`src/rtl/vend_session_ctrl_pkg.sv`:
```
// Shared types and defaults for the vending session controller: FSM state encoding,
// default price table and a price lookup helper.
package vend_session_ctrl_pkg;

    typedef enum logic [1:0] {StIdle, StCredit, StVend, StChange} vend_state_e;

    localparam int unsigned DefCreditW    = 6;
    localparam int unsigned DefMaxCredit  = 60;
    localparam int unsigned DefTimeoutCyc = 1000;

    localparam logic [3:0] DefPrice0 = 4'd5;
    localparam logic [3:0] DefPrice1 = 4'd7;
    localparam logic [3:0] DefPrice2 = 4'd10;
    localparam logic [3:0] DefPrice3 = 4'd12;

    typedef logic [3:0][3:0] price_tbl_t;

    function automatic logic [3:0] price_of(price_tbl_t tbl, logic [1:0] item);
        return tbl[item];
    endfunction

endpackage

```
`src/rtl/vend_session_ctrl_if.sv`:
```
// Coin/keypad/dispenser/change bundle between the front-end and the session controller.
// master = front-end side (drives requests), slave = controller.
interface vend_session_ctrl_if #(
    parameter int unsigned CREDIT_W = 6
);
    logic                coin_valid;
    logic [3:0]          coin_amt;
    logic                coin_reject;
    logic                sel_valid;
    logic [1:0]          item_code;
    logic                sel_short;
    logic                cancel;
    logic                vend_req;
    logic [1:0]          vend_item;
    logic                vend_ack;
    logic                chg_valid;
    logic [3:0]          chg_amt;
    logic                chg_ready;
    logic [CREDIT_W-1:0] credit;
    logic                busy;

    modport master (
        output coin_valid, coin_amt, sel_valid, item_code, cancel, vend_ack, chg_ready,
        input  coin_reject, sel_short, vend_req, vend_item, chg_valid, chg_amt, credit, busy
    );

    modport slave (
        input  coin_valid, coin_amt, sel_valid, item_code, cancel, vend_ack, chg_ready,
        output coin_reject, sel_short, vend_req, vend_item, chg_valid, chg_amt, credit, busy
    );

endinterface

```
`src/rtl/vend_session_ctrl_timer.sv`:
```
// Idle-timeout counter: counts enabled cycles since the last clear and flags expiry
// combinationally on the cycle the count sits at TIMEOUT_CYC-1.
module vend_session_ctrl_timer #(
    parameter int unsigned TIMEOUT_CYC = 1000
) (
    input  logic clk_i,
    input  logic rst_ni,
    input  logic clr_i,
    input  logic en_i,
    output logic expired_o
);
    localparam int unsigned CntW = $clog2(TIMEOUT_CYC);
    localparam logic [CntW-1:0] Last = CntW'(TIMEOUT_CYC - 1);

    logic [CntW-1:0] cnt_q, cnt_d;

    always_comb begin
        cnt_d = cnt_q;
        if (clr_i) begin
            cnt_d = '0;
        end else if (en_i && cnt_q != Last) begin
            cnt_d = cnt_q + 1'b1;
        end
    end

    assign expired_o = en_i && !clr_i && (cnt_q == Last);

    always_ff @(posedge clk_i or negedge rst_ni) begin
        if (!rst_ni) begin
            cnt_q <= '0;
        end else begin
            cnt_q <= cnt_d;
        end
    end

endmodule

```
`src/rtl/vend_session_ctrl.sv`:
```
// Vending session sequencer: accumulates coin credit, validates selections, runs the
// dispenser req/ack handshake and pays change back in chunks of at most 15 units.
module vend_session_ctrl
    import vend_session_ctrl_pkg::*;
#(
    parameter int unsigned CREDIT_W    = DefCreditW,
    parameter int unsigned MAX_CREDIT  = DefMaxCredit,
    parameter logic [3:0]  PRICE0      = DefPrice0,
    parameter logic [3:0]  PRICE1      = DefPrice1,
    parameter logic [3:0]  PRICE2      = DefPrice2,
    parameter logic [3:0]  PRICE3      = DefPrice3,
    parameter int unsigned TIMEOUT_CYC = DefTimeoutCyc
) (
    input logic              clk,
    input logic              reset_n,
    vend_session_ctrl_if.slave bus_io
);
    localparam price_tbl_t PriceTbl = {PRICE3, PRICE2, PRICE1, PRICE0};
    localparam logic [CREDIT_W:0] MaxCredit = (CREDIT_W + 1)'(MAX_CREDIT);

    function automatic logic [3:0] chunk(logic [CREDIT_W-1:0] c);
        return (c > CREDIT_W'(15)) ? 4'd15 : c[3:0];
    endfunction

    vend_state_e         state_q;
    logic [CREDIT_W-1:0] credit_q;
    logic                coin_reject_q, sel_short_q, vend_req_q, chg_valid_q, busy_q;
    logic [1:0]          vend_item_q;
    logic [3:0]          chg_amt_q;

    logic [3:0]          sel_price;
    logic [CREDIT_W:0]   coin_sum;
    logic                coin_present, coin_fits, sel_ok, coin_accept, tmr_clr, tmr_expired;
    logic [CREDIT_W-1:0] vend_rem, chg_rem;

    always_comb begin
        sel_price    = price_of(PriceTbl, bus_io.item_code);
        coin_sum     = {1'b0, credit_q} + (CREDIT_W + 1)'(bus_io.coin_amt);
        coin_present = bus_io.coin_valid && (bus_io.coin_amt != 4'd0);
        coin_fits    = coin_sum <= MaxCredit;
        sel_ok       = credit_q >= CREDIT_W'(sel_price);
        // An accepted selection or a cancel in the same cycle takes precedence over the coin.
        coin_accept  = (state_q == StCredit) && coin_present && coin_fits && !bus_io.cancel &&
                       !(bus_io.sel_valid && sel_ok);
        tmr_clr      = (state_q != StCredit) || bus_io.sel_valid || coin_accept;
        vend_rem     = credit_q - CREDIT_W'(price_of(PriceTbl, vend_item_q));
        chg_rem      = credit_q - CREDIT_W'(chg_amt_q);
    end

    vend_session_ctrl_timer #(
        .TIMEOUT_CYC (TIMEOUT_CYC)
    ) u_timer (
        .clk_i     (clk),
        .rst_ni    (reset_n),
        .clr_i     (tmr_clr),
        .en_i      (state_q == StCredit),
        .expired_o (tmr_expired)
    );

    always_ff @(posedge clk or negedge reset_n) begin
        if (!reset_n) begin
            state_q       <= StIdle;
            credit_q      <= '0;
            coin_reject_q <= 1'b0;
            sel_short_q   <= 1'b0;
            vend_req_q    <= 1'b0;
            vend_item_q   <= 2'd0;
            chg_valid_q   <= 1'b0;
            chg_amt_q     <= 4'd0;
            busy_q        <= 1'b0;
        end else begin
            coin_reject_q <= 1'b0;
            sel_short_q   <= 1'b0;
            unique case (state_q)
                StIdle: begin
                    if (coin_present) begin
                        credit_q <= CREDIT_W'(bus_io.coin_amt);
                        state_q  <= StCredit;
                    end
                    if (bus_io.sel_valid && sel_price != 4'd0) sel_short_q <= 1'b1;
                end
                StCredit: begin
                    if (bus_io.cancel || (tmr_expired && !coin_accept)) begin
                        state_q     <= StChange;
                        chg_valid_q <= 1'b1;
                        chg_amt_q   <= chunk(credit_q);
                        busy_q      <= 1'b1;
                    end else if (bus_io.sel_valid && sel_ok) begin
                        state_q     <= StVend;
                        vend_req_q  <= 1'b1;
                        vend_item_q <= bus_io.item_code;
                        busy_q      <= 1'b1;
                    end else begin
                        if (bus_io.sel_valid) sel_short_q <= 1'b1;
                        if (coin_accept) credit_q <= coin_sum[CREDIT_W-1:0];
                    end
                    if (coin_present && !coin_accept) coin_reject_q <= 1'b1;
                end
                StVend: begin
                    if (bus_io.vend_ack) begin
                        credit_q   <= vend_rem;
                        vend_req_q <= 1'b0;
                        if (vend_rem != '0) begin
                            state_q     <= StChange;
                            chg_valid_q <= 1'b1;
                            chg_amt_q   <= chunk(vend_rem);
                        end else begin
                            state_q <= StIdle;
                            busy_q  <= 1'b0;
                        end
                    end
                    if (coin_present) coin_reject_q <= 1'b1;
                end
                StChange: begin
                    if (bus_io.chg_ready) begin
                        credit_q <= chg_rem;
                        if (chg_rem == '0) begin
                            state_q     <= StIdle;
                            chg_valid_q <= 1'b0;
                            chg_amt_q   <= 4'd0;
                            busy_q      <= 1'b0;
                        end else begin
                            chg_amt_q <= chunk(chg_rem);
                        end
                    end
                    if (coin_present) coin_reject_q <= 1'b1;
                end
                default: state_q <= StIdle;
            endcase
        end
    end

    assign bus_io.coin_reject = coin_reject_q;
    assign bus_io.sel_short   = sel_short_q;
    assign bus_io.vend_req    = vend_req_q;
    assign bus_io.vend_item   = vend_item_q;
    assign bus_io.chg_valid   = chg_valid_q;
    assign bus_io.chg_amt     = chg_amt_q;
    assign bus_io.credit      = credit_q;
    assign bus_io.busy        = busy_q;

endmodule

```
`src/flat_wrapper.sv`:
```
// flat-port wrapper written by rule: the top's interface ports become plain ports
module vend_session_ctrl_flat import vend_session_ctrl_pkg::*;
#(
    parameter int unsigned CREDIT_W    = DefCreditW,
    parameter int unsigned MAX_CREDIT  = DefMaxCredit,
    parameter logic [3:0]  PRICE0      = DefPrice0,
    parameter logic [3:0]  PRICE1      = DefPrice1,
    parameter logic [3:0]  PRICE2      = DefPrice2,
    parameter logic [3:0]  PRICE3      = DefPrice3,
    parameter int unsigned TIMEOUT_CYC = DefTimeoutCyc
)
  (clk, reset_n, bus_io_coin_valid, bus_io_coin_amt, bus_io_sel_valid, bus_io_item_code, bus_io_cancel, bus_io_vend_ack, bus_io_chg_ready, bus_io_coin_reject, bus_io_sel_short, bus_io_vend_req, bus_io_vend_item, bus_io_chg_valid, bus_io_chg_amt, bus_io_credit, bus_io_busy);
  vend_session_ctrl_if #(.CREDIT_W(CREDIT_W)) bus_io_i ();
  input logic clk;
  input logic reset_n;
  input wire logic [$bits(bus_io_i.coin_valid)-1:0] bus_io_coin_valid;
  input wire logic [$bits(bus_io_i.coin_amt)-1:0] bus_io_coin_amt;
  input wire logic [$bits(bus_io_i.sel_valid)-1:0] bus_io_sel_valid;
  input wire logic [$bits(bus_io_i.item_code)-1:0] bus_io_item_code;
  input wire logic [$bits(bus_io_i.cancel)-1:0] bus_io_cancel;
  input wire logic [$bits(bus_io_i.vend_ack)-1:0] bus_io_vend_ack;
  input wire logic [$bits(bus_io_i.chg_ready)-1:0] bus_io_chg_ready;
  output wire logic [$bits(bus_io_i.coin_reject)-1:0] bus_io_coin_reject;
  output wire logic [$bits(bus_io_i.sel_short)-1:0] bus_io_sel_short;
  output wire logic [$bits(bus_io_i.vend_req)-1:0] bus_io_vend_req;
  output wire logic [$bits(bus_io_i.vend_item)-1:0] bus_io_vend_item;
  output wire logic [$bits(bus_io_i.chg_valid)-1:0] bus_io_chg_valid;
  output wire logic [$bits(bus_io_i.chg_amt)-1:0] bus_io_chg_amt;
  output wire logic [$bits(bus_io_i.credit)-1:0] bus_io_credit;
  output wire logic [$bits(bus_io_i.busy)-1:0] bus_io_busy;
  assign bus_io_i.coin_valid = bus_io_coin_valid;
  assign bus_io_i.coin_amt = bus_io_coin_amt;
  assign bus_io_i.sel_valid = bus_io_sel_valid;
  assign bus_io_i.item_code = bus_io_item_code;
  assign bus_io_i.cancel = bus_io_cancel;
  assign bus_io_i.vend_ack = bus_io_vend_ack;
  assign bus_io_i.chg_ready = bus_io_chg_ready;
  assign bus_io_coin_reject = bus_io_i.coin_reject;
  assign bus_io_sel_short = bus_io_i.sel_short;
  assign bus_io_vend_req = bus_io_i.vend_req;
  assign bus_io_vend_item = bus_io_i.vend_item;
  assign bus_io_chg_valid = bus_io_i.chg_valid;
  assign bus_io_chg_amt = bus_io_i.chg_amt;
  assign bus_io_credit = bus_io_i.credit;
  assign bus_io_busy = bus_io_i.busy;
  vend_session_ctrl #(.CREDIT_W(CREDIT_W), .MAX_CREDIT(MAX_CREDIT), .PRICE0(PRICE0), .PRICE1(PRICE1), .PRICE2(PRICE2), .PRICE3(PRICE3), .TIMEOUT_CYC(TIMEOUT_CYC)) u_core (.clk(clk), .reset_n(reset_n), .bus_io(bus_io_i));
endmodule
```
`config.mk`:
```
export PLATFORM = sky130hd
export DESIGN_NAME = vend_session_ctrl_flat
export DESIGN_NICKNAME = d
export VERILOG_FILES = /design/src/rtl/vend_session_ctrl_pkg.sv /design/src/rtl/vend_session_ctrl_if.sv /design/src/rtl/vend_session_ctrl_timer.sv /design/src/rtl/vend_session_ctrl.sv /design/src/flat_wrapper.sv
export SDC_FILE = /design/constraint.sdc
export NUM_CORES = 1
export LEC_CHECK = 0
export BUFFER_PORTS_ARGS = -buffer_cell sky130_fd_sc_hd__buf_4
export CAP_MARGIN = 10
export CORE_MARGIN = 2
export CORE_UTILIZATION = 40
export CTS_BUF_LIST = sky130_fd_sc_hd__clkbuf_4 sky130_fd_sc_hd__clkbuf_8 sky130_fd_sc_hd__clkbuf_16
export CTS_CLUSTER_SIZE = 8
export DETAILED_ROUTE_END_ITERATION = 16
export GPL_ROUTABILITY_DRIVEN = 0
export GPL_TIMING_DRIVEN = 0
export PLACE_DENSITY_LB_ADDON = 0.05
export SYNTH_ARGS = -nofsm -noshare
export SYNTH_HDL_FRONTEND = slang
export SYNTH_SLANG_ARGS = --single-unit
```
`constraint.sdc`:
```
create_clock -name clk -period 2.4 [get_ports clk]
set_input_delay 0.48 -clock clk [delete_from_list [all_inputs] [get_ports clk]]
set_output_delay 0.48 -clock clk [all_outputs]
set_load 0.02 [all_outputs]
```
Word level (Yosys, flattened, before mapping)
Index checks and enable logic that the tools add are counted.

Eq/ne operators: 18. Reductions and logical operators: 35. Bitwise logic cells: 1. Order comparisons: 7. Muxes and demuxes: 52. Add/sub/neg operators: 4.

Operators with widths (count): $mux 4 (10); $mux 6 (6); $pmux 6 s4 (1); $mux 10 (2); $gt 6x4->1 const B (3); $reduce_and 6->1 (3); $mux 1 (17); $bmux 4 s2 (2); $mux 2 (7); $ne 2x1->1 const B (7); $logic_and 1x1->1 (12); $pmux 4 s3 (1); $sub 6x4->6 (2); $add 10x1->10 const B (1); $eq 10x10->1 const B (1); $ne 10x10->1 const B (1); $ne 2x2->1 const B (5); $reduce_and 5->1 (2); $pmux 2 s4 (1); $reduce_bool 4->1 (2); $add 6x4->7 (1); $le 7x6->1 const B (1); $ge 6x4->1 (1); $logic_not 6->1 (1); 16 further kinds (27).

Output and inout bits: 17. Word-level logic and storage cells: 127. Bits in registers: 29.

Logic depth before layout (Yosys ltp)
Gate-level depths: netlist of run 1.

Depth after elaboration: 14. Gate-level depth with buffers: 10. Gate-level depth less buffers: 10.

By module
A second synthesis of run 1 with hierarchy kept.

Cells, all modules: 303. Area, all modules: 2622.5 um^2.

Modules (own cells, without submodules): vend_session_ctrl (cells an instance 240, seq. area each 475.5 um^2, area each 2020.7 um^2, instances 1); vend_session_ctrl_timer (cells an instance 63, seq. area each 250.2 um^2, area each 601.8 um^2, instances 1).

Least setup slack after synthesis of run 1
OpenSTA, ideal clock, no wires.

Kind: register to register. Start point: reg u_core.credit_q[1], in the netlist u_core.bus_io.credit[1]. End point: reg u_core.credit_q[2], in the netlist u_core.bus_io.credit[2]. Data required time: 2.275 ns. Clock period less this slack: 2.690 ns. Library setup time: 0.125 ns. Arrival: 2.565 ns. Cell stages (with the launch flop): 9. Path slack: -0.290 ns. Cell sequence: dfrtp_1 > inv_1 > fa_1 > nand2b_1 > a21oi_1 > xnor2_1 > a41oi_4 > a21oi_4 > mux2_2.

Cells in the longest elaborated chain, start to end: 13.

Ends and longest elaborated chain: from (decl) (RTL line vend_session_ctrl.sv:26) `logic [CREDIT_W-1:0] credit_q;`; from (signal assigned) (RTL line vend_session_ctrl.sv:77) `credit_q <= CREDIT_W'(bus_io.coin_amt);`; from (signal assigned) (RTL line vend_session_ctrl.sv:95) `if (coin_accept) credit_q <= coin_sum[CREDIT_W-1:0];`; from (signal assigned) (RTL line vend_session_ctrl.sv:101) `credit_q <= vend_rem;`; $add 6x4->7 (RTL line vend_session_ctrl.sv:38) `coin_sum = {1'b0, credit_q} + (CREDIT_W + 1)'(bus_io.coin_amt);`; $le 7x6->1 (RTL line vend_session_ctrl.sv:40) `coin_fits = coin_sum <= MaxCredit;`; $logic_and 1x1->1 (3 in series) (RTL line vend_session_ctrl.sv:43) `coin_accept = (state_q == StCredit) && coin_present && coin_fits && !bus_io.cancel &&`; $logic_or 1x1->1 (RTL line vend_session_ctrl.sv:45) `tmr_clr = (state_q != StCredit) || bus_io.sel_valid || coin_accept;`; $logic_not 1->1 (RTL line vend_session_ctrl_timer.sv:26) `assign expired_o = en_i && !clr_i && (cnt_q == Last);`; $logic_and 1x1->1 (2 in series) (RTL line vend_session_ctrl_timer.sv:26); $logic_and 1x1->1 (RTL line vend_session_ctrl.sv:83) `if (bus_io.cancel || (tmr_expired && !coin_accept)) begin`; $logic_or 1x1->1 (RTL line vend_session_ctrl.sv:83); $ne 2x2->1 (no line); $reduce_and 6->1 (no line).

Parallel ways exist; a longest one is shown, timed or not. The select of a mux whose other input is x is not followed. A chain may end at the register's enable or synchronous reset.

Worst setup path in the final report of run 1
Start point: reg u_core.credit_q[0], in the netlist u_core.bus_io.credit[0]. End point: reg u_core.chg_amt_q[3], in the netlist u_core.bus_io.chg_amt[3].

Cells in the longest elaborated chain, start to end: 13.

Ends and longest elaborated chain: $add 6x4->7 (RTL line vend_session_ctrl.sv:38); $le 7x6->1 (RTL line vend_session_ctrl.sv:40); $logic_and 1x1->1 (3 in series) (RTL line vend_session_ctrl.sv:43); $logic_or 1x1->1 (RTL line vend_session_ctrl.sv:45); $logic_not 1->1 (RTL line vend_session_ctrl_timer.sv:26); $logic_and 1x1->1 (2 in series) (RTL line vend_session_ctrl_timer.sv:26); $logic_and 1x1->1 (RTL line vend_session_ctrl.sv:83); $logic_or 1x1->1 (RTL line vend_session_ctrl.sv:83); $ne 2x1->1 (no line); $reduce_and 5->1 (no line); to (signal assigned) (RTL line vend_session_ctrl.sv:86) `chg_amt_q <= chunk(credit_q);`; to (signal assigned) (RTL line vend_session_ctrl.sv:106) `chg_amt_q <= chunk(vend_rem);`; to (signal assigned) (RTL line vend_session_ctrl.sv:123) `chg_amt_q <= chunk(chg_rem);`; to (decl) (RTL line vend_session_ctrl.sv:29) `logic [3:0] chg_amt_q;`.

Parallel ways exist; a longest one is shown, timed or not. The select of a mux whose other input is x is not followed.

==> results of run 1 <==
[metal layers]
| layer | vias to the layer above | routed length [µm] | share of wire |
|---|---|---|---|
| met5 | - | 0 | 0 |
| met4 | 0 | 153 | 0.021 |
| met3 | 15 | 319 | 0.043 |
| met2 | 55 | 3410 | 0.46 |
| met1 | 1130 | 3490 | 0.47 |
| li1 | 1126 | - | - |
[power breakdown]
part           internal (mW)  switching [mW]
combinational           2.12            2.49
clock                  0.350           0.208
sequential             0.648           0.190
[flip-flops by register name, indices dropped and copies added (netlist names)]
signal / flops
u_core.u_timer.cnt_q: 10
u_core.bus_io.credit: 6
u_core.bus_io.chg_amt: 4
u_core.bus_io.vend_item: 2
u_core.state_q: 2
u_core.bus_io.busy: 1
u_core.bus_io.chg_valid: 1
u_core.bus_io.coin_reject: 1
u_core.bus_io.sel_short: 1
u_core.bus_io.vend_req: 1
[kinds of logic after synthesis]
group	share of synthesized area
fa+ha+maj	0.120
simple gates	0.187
flops	0.280
compound gates	0.203
xor+xnor	0.0671
mux	0.0898
buf+inv	0.0531
[final cells by class]
cell class	count	area share
Tap cell	77	0.0278
Multi-Input combinational cell	222	0.578
Clock buffer	7	0.0260
Sequential cell	29	0.211
Timing Repair Buffer	47	0.106
Inverter	24	0.0274
Buffer	7	0.0148
Clock inverter	1	0.00866
[synthesized netlist by cell type, drive strengths merged, types with 3 or more instances]
library cell / number / share of area
a211o: 3 / 0.011
a211oi: 6 / 0.022
a21oi: 14 / 0.036
and2: 4 / 0.0097
buf: 3 / 0.0077
clkbuf: 4 / 0.0097
dfrtp: 29 / 0.28
fa: 3 / 0.023
ha: 20 / 0.097
inv: 24 / 0.036
mux2: 4 / 0.017
mux2i: 12 / 0.046
mux4: 3 / 0.026
nand2: 17 / 0.025
nand2b: 4 / 0.0097
nand3: 8 / 0.015
nand4: 3 / 0.0097
nor2: 33 / 0.051
nor2b: 5 / 0.012
nor3: 5 / 0.012
o211ai: 4 / 0.012
o21ai: 12 / 0.025
o22ai: 4 / 0.012
or2: 3 / 0.0072
or4: 3 / 0.011
xnor2: 10 / 0.034
xor2: 9 / 0.033
[worst reg2reg max path, stage by stage (launching register included)]
cell      delay, ns
dfrtp_2        0.45
inv_4          0.11
ha_4           0.14
inv_2          0.03
fa_2           0.38
a211oi_4       0.26
nor2_2         0.10
xnor2_2        0.18
or4_4          0.54
o211ai_1       0.12
mux2i_1        0.11
[worst max-delay path by stage]
stage,from,end,slack (ns),depth (start not counted)
2_1_floorplan,u_core.bus_io.credit[0],u_core.bus_io.busy,-0.02,10
3_3_place_gp,bus_io_coin_amt[1],u_core.bus_io.credit[5],-0.39,7
3_5_place_dp,u_core.bus_io.credit[0],u_core.bus_io.busy,-0.34,9
4_1_cts,u_core.bus_io.credit[0],u_core.bus_io.busy,-0.1,10
5_1_grt,u_core.bus_io.credit[1],u_core.bus_io.busy,-0.22,7
6_report,u_core.bus_io.credit[0],u_core.bus_io.chg_amt[3],-0.14,10
[timing repair]
| item | in CTS | in global routing |
|---|---|---|
| cloned | 0 | 0 |
| buffers inserted | 10 | 9 |
| gates resized for setup | 26 | 17 |
| endpoints found under the setup margin | 24 | 24 |
| pin swaps | 12 | 12 |
[stage by stage]
step | setup TNS, ns | std cells | worst slack (ns)
6_report | -0.928 | 414 | -0.139
5_1_grt | -2.81 | 414 | -0.215
2_1_floorplan | -0.0768 | 282 | -0.0211
3_3_place_gp | -6.95 | 388 | -0.388
3_5_place_dp | -6.10 | 388 | -0.340
4_1_cts | -0.621 | 406 | -0.0989
==> results.md, run 1 <==
- Die ar.: 0.00714 mm²
- Tot Pwr: 6.00 mW
- I/O Buffers: 29
- Hold slack: 0.107 ns
- Met2 Resource Use GR: 0.323
- Iteration-0 DRC count of the detailed router: 132
- Detail Route Antenna Nets: 0
- DP HPWL: 5280 µm
- R2R cell count: 10
- Grt met1 use: 0.299
- Core ar.: 0.00631 mm²
- Synth unique cells: 69
- Mean Syn Cell Area: 9.19 µm²
- Async set-reset flop share out of synthesis: 1.00
- Diode count: 0
- Fill cells: 592
- Failing checks: setup timing
- Die height: 84.5 µm
- Vias/cell: 5.62
- Buffer levels on the longest clock path: 2
- Bufs and invs on worst path: 2
- CTS root buffer: clkbuf_8
- Post-DR wirelength/cell: 17.8 µm
- Die width: 84.5 µm
- Power Density: 1730 mW/mm²
- Post-CTS Hold Buffers: 0
- Hold Violations, Final: 0
- CP Capture Type: flop
- Fin nets: 372
- CTS tree: done
- Slew HR: 0.585
- Worst R2R End: u_core.bus_io.chg_amt[3]
- Final core occ: 0.549
- Most Used Layer, Global Route: met2
- Critical path's slowest cell: or4_4
- Vias: 2326
- Final slew viol count: 0
- Max_cap viols: 0
- Crit path largest cell delay: 0.54 ns
- Vias in the first global route: 2309
- Syn_nets: 318
- Crit path time final: 2.54 ns
- CTS Buf Count: 5
- Clk_skew: 0.0125 ns
- Reg clk slew, reported paths: 0.08 ns
- Worst skew pair latency: 0.30 ns
- Final period util: 1.06
- Layout Cell Area excl Fill: 0.00347 mm²
- Leak: 1.51 nW
- Seq/Total Area, Yosys: 0.280
- Crit path max fanout: 4
- Run status: finished with violations
- Fmax achieved: 0.394 GHz
- Reg-to-reg setup timing slack: -0.14 ns
- Clock Sink Count: 29
- Most common cell after layout, fill and taps aside: buf_4
- Critical path cell sequence: inv_4, ha_4, inv_2, fa_2, a211oi_4, nor2_2, xnor2_2, or4_4, o211ai_1, mux2i_1
- Top Family by Delay on Critical Path: simple AND/OR/NAND/NOR gates
- Arr. time, crit path: 2.70 ns
- Ys flop type: dfrtp_1
- Share of layout cells above drive strength 1: 0.401
- Gr usage total: 0.213
- Seq cells post-synth: 29
- First-pass GRT wire length: 11900 µm
- Starting Density: 0.410
- Peak VDD IR: 1010 µV
- Number of flops mapped to enable cells by yosys: 0
- Setup WS post-layout: -0.139 ns
- Most frequent cells in the layout: 47 x buf_4, 28 x nor2_1, 25 x dfrtp_1, 20 x inv_1, 17 x nand2_1
- Std-Cell Rows: 29
- I/O pins: 30
- Routed wire length: 7370 µm
- Post-synthesis cell count: 282
- Htree depth: 2
- Pin count of the biggest net entering global routing: 30
- Initial antenna violation count: 0
- CP startpoint kind: flop
- R2r startpoint: u_core.bus_io.credit[0]
- Register Area: 731 µm²
- RSZ-0062 raised after global routing: yes
- Mapped Area: 0.00259 mm²
- Met3 usage: 0.0423
- Synth-to-layout area growth: 33.8%
- Total gr overflow: 0
- CP required: 2.56 ns
- Iteration count of the initial detailed-routing pass: 4
- Footprint of the multi-input gates: 0.00200 mm²
- Yosys warns: 0
- Setup Crit Path Kind: reg -> reg
- Worst hold path type: in -> async
- # DRC: 0
- Slew @ Worst Pin: 0.616 ns
- Setup violators final: 13
- Area after DPL: 0.00298 mm²
Note: power is estimated with default switching activity, not from simulation.
==> inputs of run 2 (changes only) <==
==> constraint.sdc (replaced) <==
create_clock -name clk -period 3.22 [get_ports clk]
set_input_delay 0.644 -clock clk [delete_from_list [all_inputs] [get_ports clk]]
set_output_delay 0.644 -clock clk [all_outputs]
set_load 0.02 [all_outputs]
==> run 2 against run 1 <==
Compared with the run above: the flow now finishes without violations; sequential power fell by 26%; clock power fell by 44%; register-to-register slack improved by 0.30 ns; setup slack improved by 0.30 ns; power fell by 41%; die area did not move; critical endpoint is now u_core.bus_io.busy; largest cell class unchanged; largest power group unchanged.
==> results.md, run 2 (same netlist as run 1, synthesis figures left out) <==
- Run status: finished clean
- Routed wire length: 6820 µm (-7.5%)
- Most frequent cells in the layout: 32 x nor2_1, 31 x buf_4, 28 x dfrtp_1, 23 x inv_1, 20 x ha_1
- Die ar.: 0.00714 mm² (unchanged)
- Vias in the first global route: 2232 (-3.3%)
- CP Capture Type: flop
- Number of flip-flops in the largest register: 10 (unchanged)
- Initial antenna violation count: 0 (unchanged)
- Crit path largest cell delay: 0.56 ns (+0.02 ns)
- CP startpoint kind: flop
- Post-CTS Hold Buffers: 0 (unchanged)
- Share of layout cells above drive strength 1: 0.216 (-0.184)
- Final period util: 0.949 (-0.109)
- Vias/cell: 5.62 (about the same)
- DP HPWL: 5220 µm (-1.2%)
- Clk_skew: 0.00770 ns (-0.00484 ns)
- Area after DPL: 0.00291 mm² (-2.5%)
- Die width: 84.5 µm (unchanged)
- Htree depth: 2 (unchanged)
- Diode count: 0 (unchanged)
- I/O Buffers: 29 (unchanged)
- RSZ-0062 raised after global routing: no
- Most common cell after layout, fill and taps aside: nor2_1
- Largest Register: u_core.u_timer.cnt_q
- Final slew viol count: 0 (unchanged)
- Setup Crit Path Kind: reg -> reg
- CP required: 3.38 ns (+0.82 ns)
- Core ar.: 0.00631 mm² (unchanged)
- Synth-to-layout area growth: 15.5%
- Peak VDD IR: 829 µV (-18%)
- Setup slack at placement: 0.155 ns (+0.495 ns)
- Setup WS post-layout: 0.164 ns (+0.303 ns)
- Clock Sink Count: 29 (unchanged)
- Setup_tns: 0 ns (+0.928 ns)
- Die height: 84.5 µm (unchanged)
- Starting Density: 0.410 (unchanged)
- First-pass GRT wire length: 11400 µm (-4.1%)
- Final core occ: 0.474 (-0.0751)
- Total gr overflow: 0 (unchanged)
- Leak: 1.33 nW (-12%)
- Worst skew pair latency: 0.29 ns (about the same)
- CTS root buffer: clkbuf_8
- Fin nets: 354 (-4.8%)
- Std-Cell Rows: 29 (unchanged)
- Hold Violations, Final: 0 (unchanged)
- Fill cells: 657 (+11%)
- CTS tree: done
- Worst hold path type: in -> async
- Crit path time final: 3.06 ns (+0.517 ns)
- R2R cell count: 10 (unchanged)
- Slew @ Worst Pin: 1.09 ns (+0.470 ns)
- Max_cap viols: 0 (unchanged)
- Arr. time, crit path: 3.22 ns (+0.52 ns)
- Setup bufs post-CTS: 0 (-10)
- Post-cts resize count: 0 (-100%)
- Slew HR: 0.266 (-0.318)
- Layout Cell Area excl Fill: 0.00299 mm² (-14%)
- Critical path cell sequence: inv_1, ha_1, inv_1, fa_1, a211oi_1, nor2_1, xnor2_1, or4_1, a221oi_1, o21ai_1
- Setup violators final: 0 (-13)
- # DRC: 0 (unchanged)
- Crit path max fanout: 4 (unchanged)
- Detail Route Antenna Nets: 0 (unchanged)
- Buffer levels on the longest clock path: 2 (unchanged)
- Vias: 2225 (-4.3%)
- Hold slack: 0.282 ns (+0.175 ns)
- Iteration count of the initial detailed-routing pass: 4 (unchanged)
- Fmax achieved: 0.327 GHz (-17%)
- I/O pins: 30 (unchanged)
- Gr usage total: 0.203 (-0.00996)
- Critical path's slowest cell: or4_1
- Power Density: 1190 mW/mm² (-31%)
- CTS Buf Count: 5 (unchanged)
- Iteration-0 DRC count of the detailed router: 130 (-1.5%)
- Post-DR wirelength/cell: 17.2 µm (-3.3%)
- Most used cell, CP: inv_1
- Reg clk slew, reported paths: 0.07 ns (about the same)
- Pin count of the biggest net entering global routing: 30 (unchanged)
==> run 2: cell count changes in the layout (fill, tap and decap cells not counted), sizes merged <==
cell and delta:
clkbuf -2, clkinvlp +1, bufinv -1, buf -18, clkinv +2
==> run 2: where the power goes <==
group	total [mW]	switching, mW	internal, mW	leakage [nW]
clock network	0.310	0.161	0.149	0.0439
logic	2.62	1.53	1.09	0.934
registers	0.622	0.144	0.478	0.350
==> run 2: layout make-up <==
class	count	area, µm²	area share
plain buffers	7	45.0	0.0151
clock inverters	3	17.5	0.00585
well taps	77	96.3	0.0322
multi-input cells	222	1730	0.577
repair buffers	29	218	0.0727
clock buffers	5	68.8	0.0230
inverters	24	92.6	0.0309
flip-flops and latches	29	727	0.243
==> run 2: path summary, 6_finish.rpt <==
check | slack, ns | end | startpoint
worst max register to register | 0.16 | u_core.bus_io.busy | u_core.bus_io.credit[0]
min in group clk | 0.50 | u_core.bus_io.vend_req | u_core.bus_io.vend_req
max in group asynchronous | 2.62 | u_core.bus_io.credit[1] | reset_n
worst min register to register | 0.50 | u_core.bus_io.vend_req | u_core.bus_io.vend_req
worst max-delay path | 0.16 | u_core.bus_io.busy | u_core.bus_io.credit[0]
worst min-delay path | 0.28 | u_core.bus_io.credit[4] | reset_n
==> run 2: metal layers <==
layer | up-vias | share of wire | wire length [µm] | GRT usage
met2 | 69 | 0.44 | 2990 | 0.306
met5 | - | 0 | 0 | 0
li1 | 1090 | - | - | -
met3 | 10 | 0.066 | 452 | 0.0324
met1 | 1056 | 0.48 | 3250 | 0.298
met4 | 0 | 0.019 | 127 | 0.0635
==> run 2: critical path, delay by kind of cell (launching register included) <==
family	cells	cell delay (ns)
compound gates	3	0.69
xor+xnor	1	0.19
fa+ha+maj	2	0.62
buf+inv	2	0.27
flops	1	0.46
simple gates	2	0.70
==> run 2: through the flow <==
stage          cells  total power, mW
2_1_floorplan    282             2.51
3_3_place_gp     388             3.22
3_5_place_dp     388             3.22
4_1_cts          396             3.55
5_1_grt          396             3.85
6_report         396             3.55
